**config.mk**
```make
export PLATFORM = sky130hd
export DESIGN_NAME = hack_mul_seq
export DESIGN_NICKNAME = d
export VERILOG_FILES = /design/src/rtl/hack_mul_seq.sv
export SDC_FILE = /design/constraint.sdc
export NUM_CORES = 1
export LEC_CHECK = 0
export CAP_MARGIN = 20
export CORE_MARGIN = 10
export CORE_UTILIZATION = 44
export DETAILED_ROUTE_END_ITERATION = 6
export PLACE_DENSITY = 0.82
export SLEW_MARGIN = 20
export SYNTH_ARGS = -nofsm -noshare
export SYNTH_HDL_FRONTEND = slang
export SYNTH_SLANG_ARGS = --single-unit
export TNS_END_PERCENT = 30
```
**constraint.sdc**
```tcl
create_clock -name clk -period 2.3 [get_ports clk]
set_input_delay 0.69 -clock clk [delete_from_list [all_inputs] [get_ports clk]]
set_output_delay 0.69 -clock clk [all_outputs]
set_load 0.03 [all_outputs]
```
**src/rtl/hack_mul_seq.sv**
```systemverilog
`default_nettype none
// =============================================================================
// Module   : hack_mul_seq
// Brief    : 16x16 shift-and-add multiplier; every addition goes through an
//            external Hack ALU, so this block holds only registers and muxes.
// Revision : 1.0
// =============================================================================
module hack_mul_seq (
    input  logic        clk,
    input  logic        rst_n,
    input  logic        start,
    input  logic [15:0] a,
    input  logic [15:0] b,
    output logic        busy,
    output logic        done,
    output logic [15:0] product,
    output logic        product_zr,
    output logic        product_ng,
    output logic [15:0] alu_x,
    output logic [15:0] alu_y,
    output logic [5:0]  alu_op,
    input  logic [15:0] alu_out
);

    localparam logic [1:0] ST_IDLE = 2'd0;
    localparam logic [1:0] ST_ADD  = 2'd1;
    localparam logic [1:0] ST_DBL  = 2'd2;
    localparam logic [1:0] ST_DONE = 2'd3;

    localparam logic [5:0] OP_ZERO = 6'b101010;
    localparam logic [5:0] OP_ADD  = 6'b000010;

    logic [1:0]  r_state;
    logic [15:0] r_acc;
    logic [15:0] r_mcand;
    logic [15:0] r_mplier;
    logic [15:0] w_mplier_shr;

    assign w_mplier_shr = {1'b0, r_mplier[15:1]};

    always_ff @(posedge clk or negedge rst_n) begin
        if (!rst_n) begin
            r_state  <= ST_IDLE;
            r_acc    <= 16'h0000;
            r_mcand  <= 16'h0000;
            r_mplier <= 16'h0000;
        end else begin
            case (r_state)
                ST_IDLE: begin
                    if (start) begin
                        r_acc    <= 16'h0000;
                        r_mcand  <= a;
                        r_mplier <= b;
                        r_state  <= (b == 16'h0000) ? ST_DONE : ST_ADD;
                    end
                end
                ST_ADD: begin
                    if (r_mplier[0]) begin
                        r_acc <= alu_out;
                    end
                    r_state <= ST_DBL;
                end
                ST_DBL: begin
                    // The ALU computes mcand + mcand here, i.e. a left shift.
                    r_mcand  <= alu_out;
                    r_mplier <= w_mplier_shr;
                    r_state  <= (w_mplier_shr == 16'h0000) ? ST_DONE : ST_ADD;
                end
                default: begin
                    r_state <= ST_IDLE;
                end
            endcase
        end
    end

    always_comb begin
        alu_x  = r_acc;
        alu_y  = 16'h0000;
        alu_op = OP_ZERO;
        busy   = 1'b0;
        done   = 1'b0;
        case (r_state)
            ST_ADD: begin
                alu_x  = r_acc;
                alu_y  = r_mcand;
                alu_op = OP_ADD;
                busy   = 1'b1;
            end
            ST_DBL: begin
                alu_x  = r_mcand;
                alu_y  = r_mcand;
                alu_op = OP_ADD;
                busy   = 1'b1;
            end
            ST_DONE: begin
                done = 1'b1;
            end
            default: begin
                alu_op = OP_ZERO;
            end
        endcase
    end

    assign product    = r_acc;
    assign product_zr = (r_acc == 16'h0000);
    assign product_ng = r_acc[15];

endmodule
`default_nettype wire

```
==> results of run 1 <==
[layer usage]
metal	wire [um]	track usage
met1	3500	0.196
met3	672	0.0540
met5	0	0
met4	129	0.0463
met2	3990	0.269
[report_power, final]
part / switching [mW] / leakage [nW] / total (mW) / internal [mW]
registers: 0.318 / 0.634 / 1.57 / 1.26
clock network: 0.285 / 0.0714 / 0.749 / 0.464
logic: 2.29 / 1.20 / 4.12 / 1.83
[cells in the mapped netlist]
cell type,instances,area share
and2_1,16,0.036
ha_1,5,0.023
clkbuf_1,5,0.0068
nand3_1,16,0.029
dfrtp_1,50,0.45
nor2b_1,1,0.0023
buf_8,1,0.0055
mux2_2,16,0.065
buf_6,1,0.0041
nand4_1,1,0.0023
nor4_1,9,0.020
a41oi_1,1,0.0032
a22o_1,1,0.0032
o21ai_0,12,0.022
nor2_1,5,0.0068
nor3_4,1,0.0059
nand2b_1,1,0.0023
nand2_1,64,0.087
o21ai_1,20,0.036
and4_1,1,0.0032
o41ai_1,1,0.0032
nor4b_1,2,0.0064
a21oi_1,1,0.0018
or3_4,1,0.0041
buf_2,10,0.018
buf_4,7,0.019
mux2i_2,1,0.0050
inv_1,3,0.0041
conb_1,2,0.0027
mux2i_1,31,0.11
and2b_4,1,0.0036
[state kept, by name, summed over array words and instances, names as in the netlist]
name	count
r_state	2
r_mplier	16
product	16
r_mcand	16
[worst reg2reg max path: stages (launching register included)]
cell	delay [ps]
dfrtp_1	400
inv_2	90
ha_4	160
buf_8	130
buf_4	320
nor4b_1	310
a41oi_1	150
o41ai_1	100
a22o_1	180
[final timing paths]
kind                            start          end  slack, ps  depth (start not counted)
setup / recovery           r_state[0]    alu_x[13]        -70                          6
hold / removal                  rst_n  r_mplier[4]        160                          1
setup reg to reg           r_state[0]   r_state[1]        400                          8
hold reg to reg            r_mcand[2]   r_mcand[2]        500                          2
max in group asynchronous       rst_n   product[4]       1690                          2
min in group clk           r_mcand[2]   r_mcand[2]        500                          2
[logic make-up after synthesis]
kind of cell,share of synthesized area
AO/OA/AOI/OAI,0.0695
adder cells (fa/ha/maj),0.0227
buffers and inverters,0.0577
AND/OR/NAND/NOR,0.210
multiplexers,0.183
flip-flops,0.454
other,0.00273
[cell type report]
type,count,area (um2)
Tap cell,75,93.8
Sequential cell,50,1250
Timing Repair Buffer,128,1250
Clock inverter,2,60.1
Fill cell,479,1830
Multi-Input combinational cell,212,1410
Inverter,3,13.8
Clock buffer,6,82.6
[metrics by stage]
step | hold WS [ps] | utilization | cell area [um2] | power (mW)
6_report | 162 | 0.694 | 4160 | 6.44
5_1_grt | 150 | 0.694 | 4160 | 6.86
4_1_cts | 158 | 0.677 | 4050 | 6.24
3_5_place_dp | 487 | 0.648 | 3880 | 5.41
3_3_place_gp | 475 | 0.648 | 3880 | 5.31
2_1_floorplan | 394 | - | 2760 | 3.99
[what timing repair did]
item	4_1_cts	5_1_grt
gates resized for setup	88	41
endpoints found under the setup margin	32	29
cloned	0	0
setup buffers	3	2
pin swaps	1	1
==> impl_metrics.tcl, run 1 <==
set metrics [dict create \
    status "finished, violations left" \
    violations "negative setup slack" \
    post-place-cells 463 \
    nets 456 \
    drtIter0Drc 109 \
    rows 28 \
    drive_above_1_share 0.249 \
    min_period_ps 2370 \
    synth-seq-area-share 0.454 \
    fin_cells 476 \
    maxSlewViolCount 0 \
    rsz0062_at_grt "true" \
    setup_viol 7 \
    coreArea_um2 5990 \
    skew_ps 6.18 \
    drcViolationCount 0 \
    antenna_found_initial 0 \
    avgViaCountPerCell 5.26 \
    cts_root_buf "clkbuf_8" \
    arrival_ps 1680 \
    pre_cts_ws_ps -189 \
    grt_util_all_layers 0.162 \
    path_class "reg2out" \
    critPathMaxFanout 8 \
    slowest_delay_ps 400 \
    final_common_cell "clkdlybuf4s50_1" \
    io_pins 109 \
    cpMostUsedCell "buf_6" \
    clkSlewWorstSetupHoldPaths_ps 90 \
    die_y_um 99.1 \
    worst-path-buf-inv 4 \
    area_growth_pct 51.0 \
    worstSetupEndpointType "output pin" \
    drtPass1Iterations 5 \
    mappedNetlistArea_um2 2750 \
    power.density_nw_per_um2 1550 \
    num_vias 2505 \
    finalSetupTns_ps -121 \
    diodes 0 \
    hpwlAfterDp_mm 6.25 \
    wl_per_cell_um 17.4 \
    globalplace.congestion 0.830 \
    yosysWarnings 0 \
    tritoncts "done" \
    layout_common_cells "66 x clkdlybuf4s50_1, 64 x nand2_1, 50 x dfrtp_1" \
    yosys_register_bits 50 \
    die_w_um 99.1 \
    cp_cell_sequence "inv_2 -> ha_4 -> buf_8 -> buf_6 -> mux2_2 -> buf_6" \
    overflow 0 \
    setup_ws_ps -65.5 \
    cts.sinks 50 \
    path_delay_family "buffers and inverters" \
    required_ps 1610 \
    cts_buffers 5 \
    design.die.area_um2 9820 \
    cts_hold_buf 0 \
    initial_utilization 0.460 \
    htreeDepth 2 \
    cts_max_path_buffers 2 \
    grt_start_max_net_pins 50 \
    peakVddDrop_uv 933 \
    ys_types 31 \
    clock_latency_ps 300 \
    io_buffers 104 \
    cp-start-kind "flop" \
    ant_nets 0 \
    fmax_ghz 0.423 \
    leakagePower_nw 1.91 \
    hold_viol 0 \
    critical-path-slowest-cell "dfrtp_1" \
    netlist_instances 287 \
    wl_mm 8.29 \
    maxCapViolations 0 \
    grt_pass1_vias 2602 \
    finalCritPeriodShare 1.03 \
    postSynthAreaPerCell_um2 9.60 \
    grt_pass1_wl_mm 13.3 \
    hold_path.class "in2async" \
]
Note: power is estimated with default switching activity, not from simulation.
==> run 2, diff against run 1 <==
- CTS_CLUSTER_DIAMETER: not set -> 200
==> results of run 2 <==
Same layout as run 1: the final DEF is identical, and so are final timing and power.
==> run 3, diff against run 2 <==
- CAP_MARGIN: 20 -> not set
==> results of run 3 <==
Same layout as run 1: the final DEF is identical, and so are final timing and power.
==> edit 1: new RTL, flow settings as in run 1 <==
Register the output `product_ng`, with the module's reset; this adds one clock of latency there. The other outputs are not delayed to match.
--- a/src/rtl/hack_mul_seq.sv
+++ b/src/rtl/hack_mul_seq.sv
@@ -104,5 +104,11 @@
     assign product    = r_acc;
     assign product_zr = (r_acc == 16'h0000);
-    assign product_ng = r_acc[15];
+    always_ff @(posedge clk or negedge rst_n) begin
+        if (!rst_n) begin
+            product_ng <= '0;
+        end else begin
+            product_ng <= r_acc[15];
+        end
+    end
 
 endmodule
Check against the original RTL: not equivalent (Yosys sat finds a counterexample within 4 cycles, from zero or initial values and one cycle with rst_n low).
==> edit 1 against run 1 <==
Power increased by 8.0%; sequential cell count increased by 1; the flow still finishes with violations (negative setup slack); synthesized cell count unchanged; synthesized area increased by 0.55%; via count increased by 0.40%; worst setup slack improved by 0.029 ns; first-iteration DRC count decreased by 5.5%; critical path type unchanged; wire length increased by 3.4%; cell area increased by 2.6%.
==> edit 1: results (changes against run 1) <==
area of the multi-input gates 1440 µm² (was 1410 µm²); setup clock skew after layout 0.00790 ns (was 0.00618 ns); overall die area 9870 µm² (was 9820 µm²); Area growth, synth to finish 54.1% (was 51.0%); total negative slack -0.391 ns (was -0.121 ns); first-pass detailed-route iteration total 4 (was 5); final setup violation count 18 (was 7); Max VDD drop 1160 µV (was 933 µV); global-route wire length before repair 13600 µm (was 13300 µm); starting DRC count in detailed routing 103 (was 109); multiplexer fraction of the synthesized cell area 0.181 (was 0.183); failing checks negative setup slack (unchanged); overall global routing resource usage 0.165 (was 0.162); Post-Place Worst Slack -0.189 ns (about the same); Total Routed Length 8570 µm (was 8290 µm); synth unique cells 26 (was 31); number of nets in the layout 462 (was 456); outcome finished with violations (unchanged); post-detail-place hpwl 6410 µm (was 6250 µm); share of final-layout standard cells stronger than drive strength 1 0.248 (was 0.249); post-route worst setup slack -0.0364 ns (was -0.0655 ns); largest net degree at the start of global routing 30 (was 50); Leakage Power 1.96 nW (was 1.91 nW); largest fanout on the critical path 7 (was 8); beginning of the critical path r_state[1] (was r_state[0]); R2R setup slack 0.20 ns (was 0.40 ns); Seq cells post-synth 51 (was 50); DRT met1 WL 3640 µm (was 3500 µm); adder-cell share of the synthesized area 0.0181 (was 0.0227); switching power 3.20 mW (was 2.89 mW); last element of the critical path alu_x[8] (was alu_x[13]); fraction of the mapped netlist area in compound gates 0.0791 (was 0.0695); worst-case reg-to-reg path depth 9 (was 8); number of fill cells 465 (was 479); RR Startpoint r_state[1] (was r_state[0]); DR WL met3 575 µm (was 672 µm); multi-input combinational cell count 211 (was 212); buffers outside the clock class 134 (was 128)
-- edit 1: changes by cell type in the layout (fill, tap and decap cells not counted), moves of 14 or more --
cell     before  now
mux2_4        2   16
o21ai_0      12   34
mux2_2       14    0
o21ai_1      20    0
buf_4        24   38
-- edit 1: timing repair --
item | 4_1_cts | 5_1_grt
buffers inserted | 3 | 5
pin swaps | 0 | 2
resized for setup | 119 | 22
endpoints found under the setup margin | 32 | 29
cloned | 1 | 2
-- edit 1: critical path: stages (launching register included) --
cell and delay [ns]:
dfrtp_1 0.41, buf_6 0.12, ha_4 0.20, buf_12 0.16
mux2_4 0.30, buf_6 0.14
-- edit 1: power groups by stage --
| stage | Combinational [mW] | Sequential, mW | Clock [mW] |
|---|---|---|---|
| final | 4.61 | 1.70 | 0.650 |
| after global routing | 4.95 | 1.76 | 0.693 |
| after CTS | 4.38 | 1.68 | 0.658 |
| after detailed placement | 4.13 | 1.69 | 0 |
| after global placement | 4.04 | 1.66 | 0 |
| after floorplan | 2.38 | 1.83 | 0 |
==> edit 2: new RTL, flow settings as in run 1 <==
Without the edit above. Register the inputs `start`, `a`, `b` and `alu_out` before use. The logic sees them one clock later.
--- a/src/rtl/hack_mul_seq.sv
+++ b/src/rtl/hack_mul_seq.sv
@@ -31,4 +31,16 @@
     localparam logic [5:0] OP_ADD  = 6'b000010;
 
+    logic start_q;
+    logic [15:0] a_q;
+    logic [15:0] b_q;
+    logic [15:0] alu_out_q;
+
+    always_ff @(posedge clk) begin
+        start_q   <= start;
+        a_q       <= a;
+        b_q       <= b;
+        alu_out_q <= alu_out;
+    end
+
     logic [1:0]  r_state;
     logic [15:0] r_acc;
@@ -48,14 +60,14 @@
             case (r_state)
                 ST_IDLE: begin
-                    if (start) begin
+                    if (start_q) begin
                         r_acc    <= 16'h0000;
-                        r_mcand  <= a;
-                        r_mplier <= b;
-                        r_state  <= (b == 16'h0000) ? ST_DONE : ST_ADD;
+                        r_mcand  <= a_q;
+                        r_mplier <= b_q;
+                        r_state  <= (b_q == 16'h0000) ? ST_DONE : ST_ADD;
                     end
                 end
                 ST_ADD: begin
                     if (r_mplier[0]) begin
-                        r_acc <= alu_out;
+                        r_acc <= alu_out_q;
                     end
                     r_state <= ST_DBL;
@@ -63,5 +75,5 @@
                 ST_DBL: begin
                     // The ALU computes mcand + mcand here, i.e. a left shift.
-                    r_mcand  <= alu_out;
+                    r_mcand  <= alu_out_q;
                     r_mplier <= w_mplier_shr;
                     r_state  <= (w_mplier_shr == 16'h0000) ? ST_DONE : ST_ADD;
Formal check against the unedited RTL: not equivalent (Yosys sat finds a counterexample within 4 cycles, from zero or initial values and one cycle with rst_n low).
==> edit 2 against run 1 <==
Critical endpoint is now alu_x[4]; sequential cell count up 49; wire length up 26%; combinational power up 29%; the flow still finishes with violations (negative setup slack); utilization down 3.6 points; cell area up 30%; power up 42%; synthesized area up 34%; via count up 14%; worst setup slack worse by 0.10 ns; synthesized cell count up 17%.
==> edit 2: results (changes against run 1) <==
met3 track demand over resource in global routing 0.0521 (was 0.0540); async set-reset flop share out of synthesis 0.505 (was 1.00); Non-clock buffer share 0.251 (was 0.300); outcome finished with violations (unchanged); met2 layer wire length in the routed design 5500 µm (was 3990 µm); met1 track demand over resource in global routing 0.176 (was 0.196); Placement Cell Area 4870 µm² (was 3880 µm²); RR Startpoint r_state[1] (was r_state[0]); Syn Inst Count 336 (was 287); final setup violation count 32 (was 7); final weighted congestion in routability-driven placement 0.779 (was 0.830); Post-Layout Cell Count 563 (was 476); Max VDD drop 912 µV (was 933 µV); post-route total power 9.17 mW (was 6.44 mW); GR Util met2 0.290 (was 0.269); deepest level of the CTS H-tree 3 (was 2); post-detail-place hpwl 7110 µm (was 6250 µm); post-CTS resize count 145 (was 88); power of the combinational group 5.31 mW (was 4.12 mW); fraction of area in clock buffers and inverters 0.0389 (was 0.0343); DR WL met3 667 µm (was 672 µm); number of fill cells 621 (was 479); largest net degree at the start of global routing 44 (was 50); seq pwr 2.71 mW (was 1.57 mW); post-route worst setup slack -0.166 ns (was -0.0655 ns); top cells by area, synth dfrtp_1, dfxtp_1, mux2i_1, nand2_1, mux2_2 (was dfrtp_1, mux2i_1, nand2_1, mux2_2, and2_1); setup clock skew after layout 0.0103 ns (was 0.00618 ns); number of placed instances with taps included 540 (was 463); number of nets in the layout 509 (was 456); vias in the first global route 3109 (was 2602); Clock Buffer Count 10 (was 6); overall global routing resource usage 0.163 (was 0.162); sequential cell count of the final layout 99 (was 50); first-pass detailed-route iteration total 4 (was 5); area of the multi-input gates 1460 µm² (was 1410 µm²); vias after detailed routing 2853 (was 2505); R2R setup slack 0.11 ns (was 0.40 ns); Leakage Power 2.42 nW (was 1.91 nW); Num CTS Buffers 9 (was 5); total negative slack -2.36 ns (was -0.121 ns); share of final-layout standard cells stronger than drive strength 1 0.258 (was 0.249); switching power 3.98 mW (was 2.89 mW); Setup Fix Bufs, Post-CTS 4 (was 3); worst slack on hold paths 0.221 ns (was 0.162 ns); fraction of standard cell area in multi-input logic 0.271 (was 0.339); global-route wire length before repair 16400 µm (was 13300 µm); failing checks negative setup slack (unchanged); Total Routed Length 10400 µm (was 8290 µm); most used standard cells in the synthesized netlist nand2_1, dfrtp_1, dfxtp_1, mux2i_1, o21ai_0 (was nand2_1, dfrtp_1, mux2i_1, o21ai_1); data arrival time at the worst-slack endpoint 1.78 ns (was 1.68 ns); synth unique cells 28 (was 31); fraction of the yosys area taken by sequential cells 0.603 (was 0.454); Post-Place Worst Slack -0.214 ns (was -0.189 ns); insertion delay of the later-clocked pin in the worst-skew pair 0.36 ns (was 0.30 ns)
## edit 2: cell types whose count changed in the layout (fill, tap and decap cells not counted), sizes merged, moves of 2 or more
cell | run 1 | this run
nor2b | 1 | 3
buf | 61 | 58
clkdlybuf4s15 | 0 | 2
dfxtp | 0 | 49
clkbuf | 6 | 11
inv | 3 | 5
clkinv | 0 | 2
## edit 2: logic make-up after synthesis
| kind of cell | count (synthesis) | synth area share |
|---|---|---|
| AND/OR/NAND/NOR | 119 | 0.152 |
| flip-flops | 99 | 0.603 |
| multiplexers | 48 | 0.135 |
| AO/OA/AOI/OAI | 36 | 0.0517 |
| buffers and inverters | 27 | 0.0395 |
| adder cells (fa/ha/maj) | 5 | 0.0169 |
| other | 2 | 0.00203 |
## edit 2: worst max-delay path: cells and delay by family, from the launching register on
kind / cells / cell delay (ns)
adder cells (fa/ha/maj): 1 / 0.19
buffers and inverters: 4 / 0.54
multiplexers: 1 / 0.29
flip-flops: 1 / 0.40
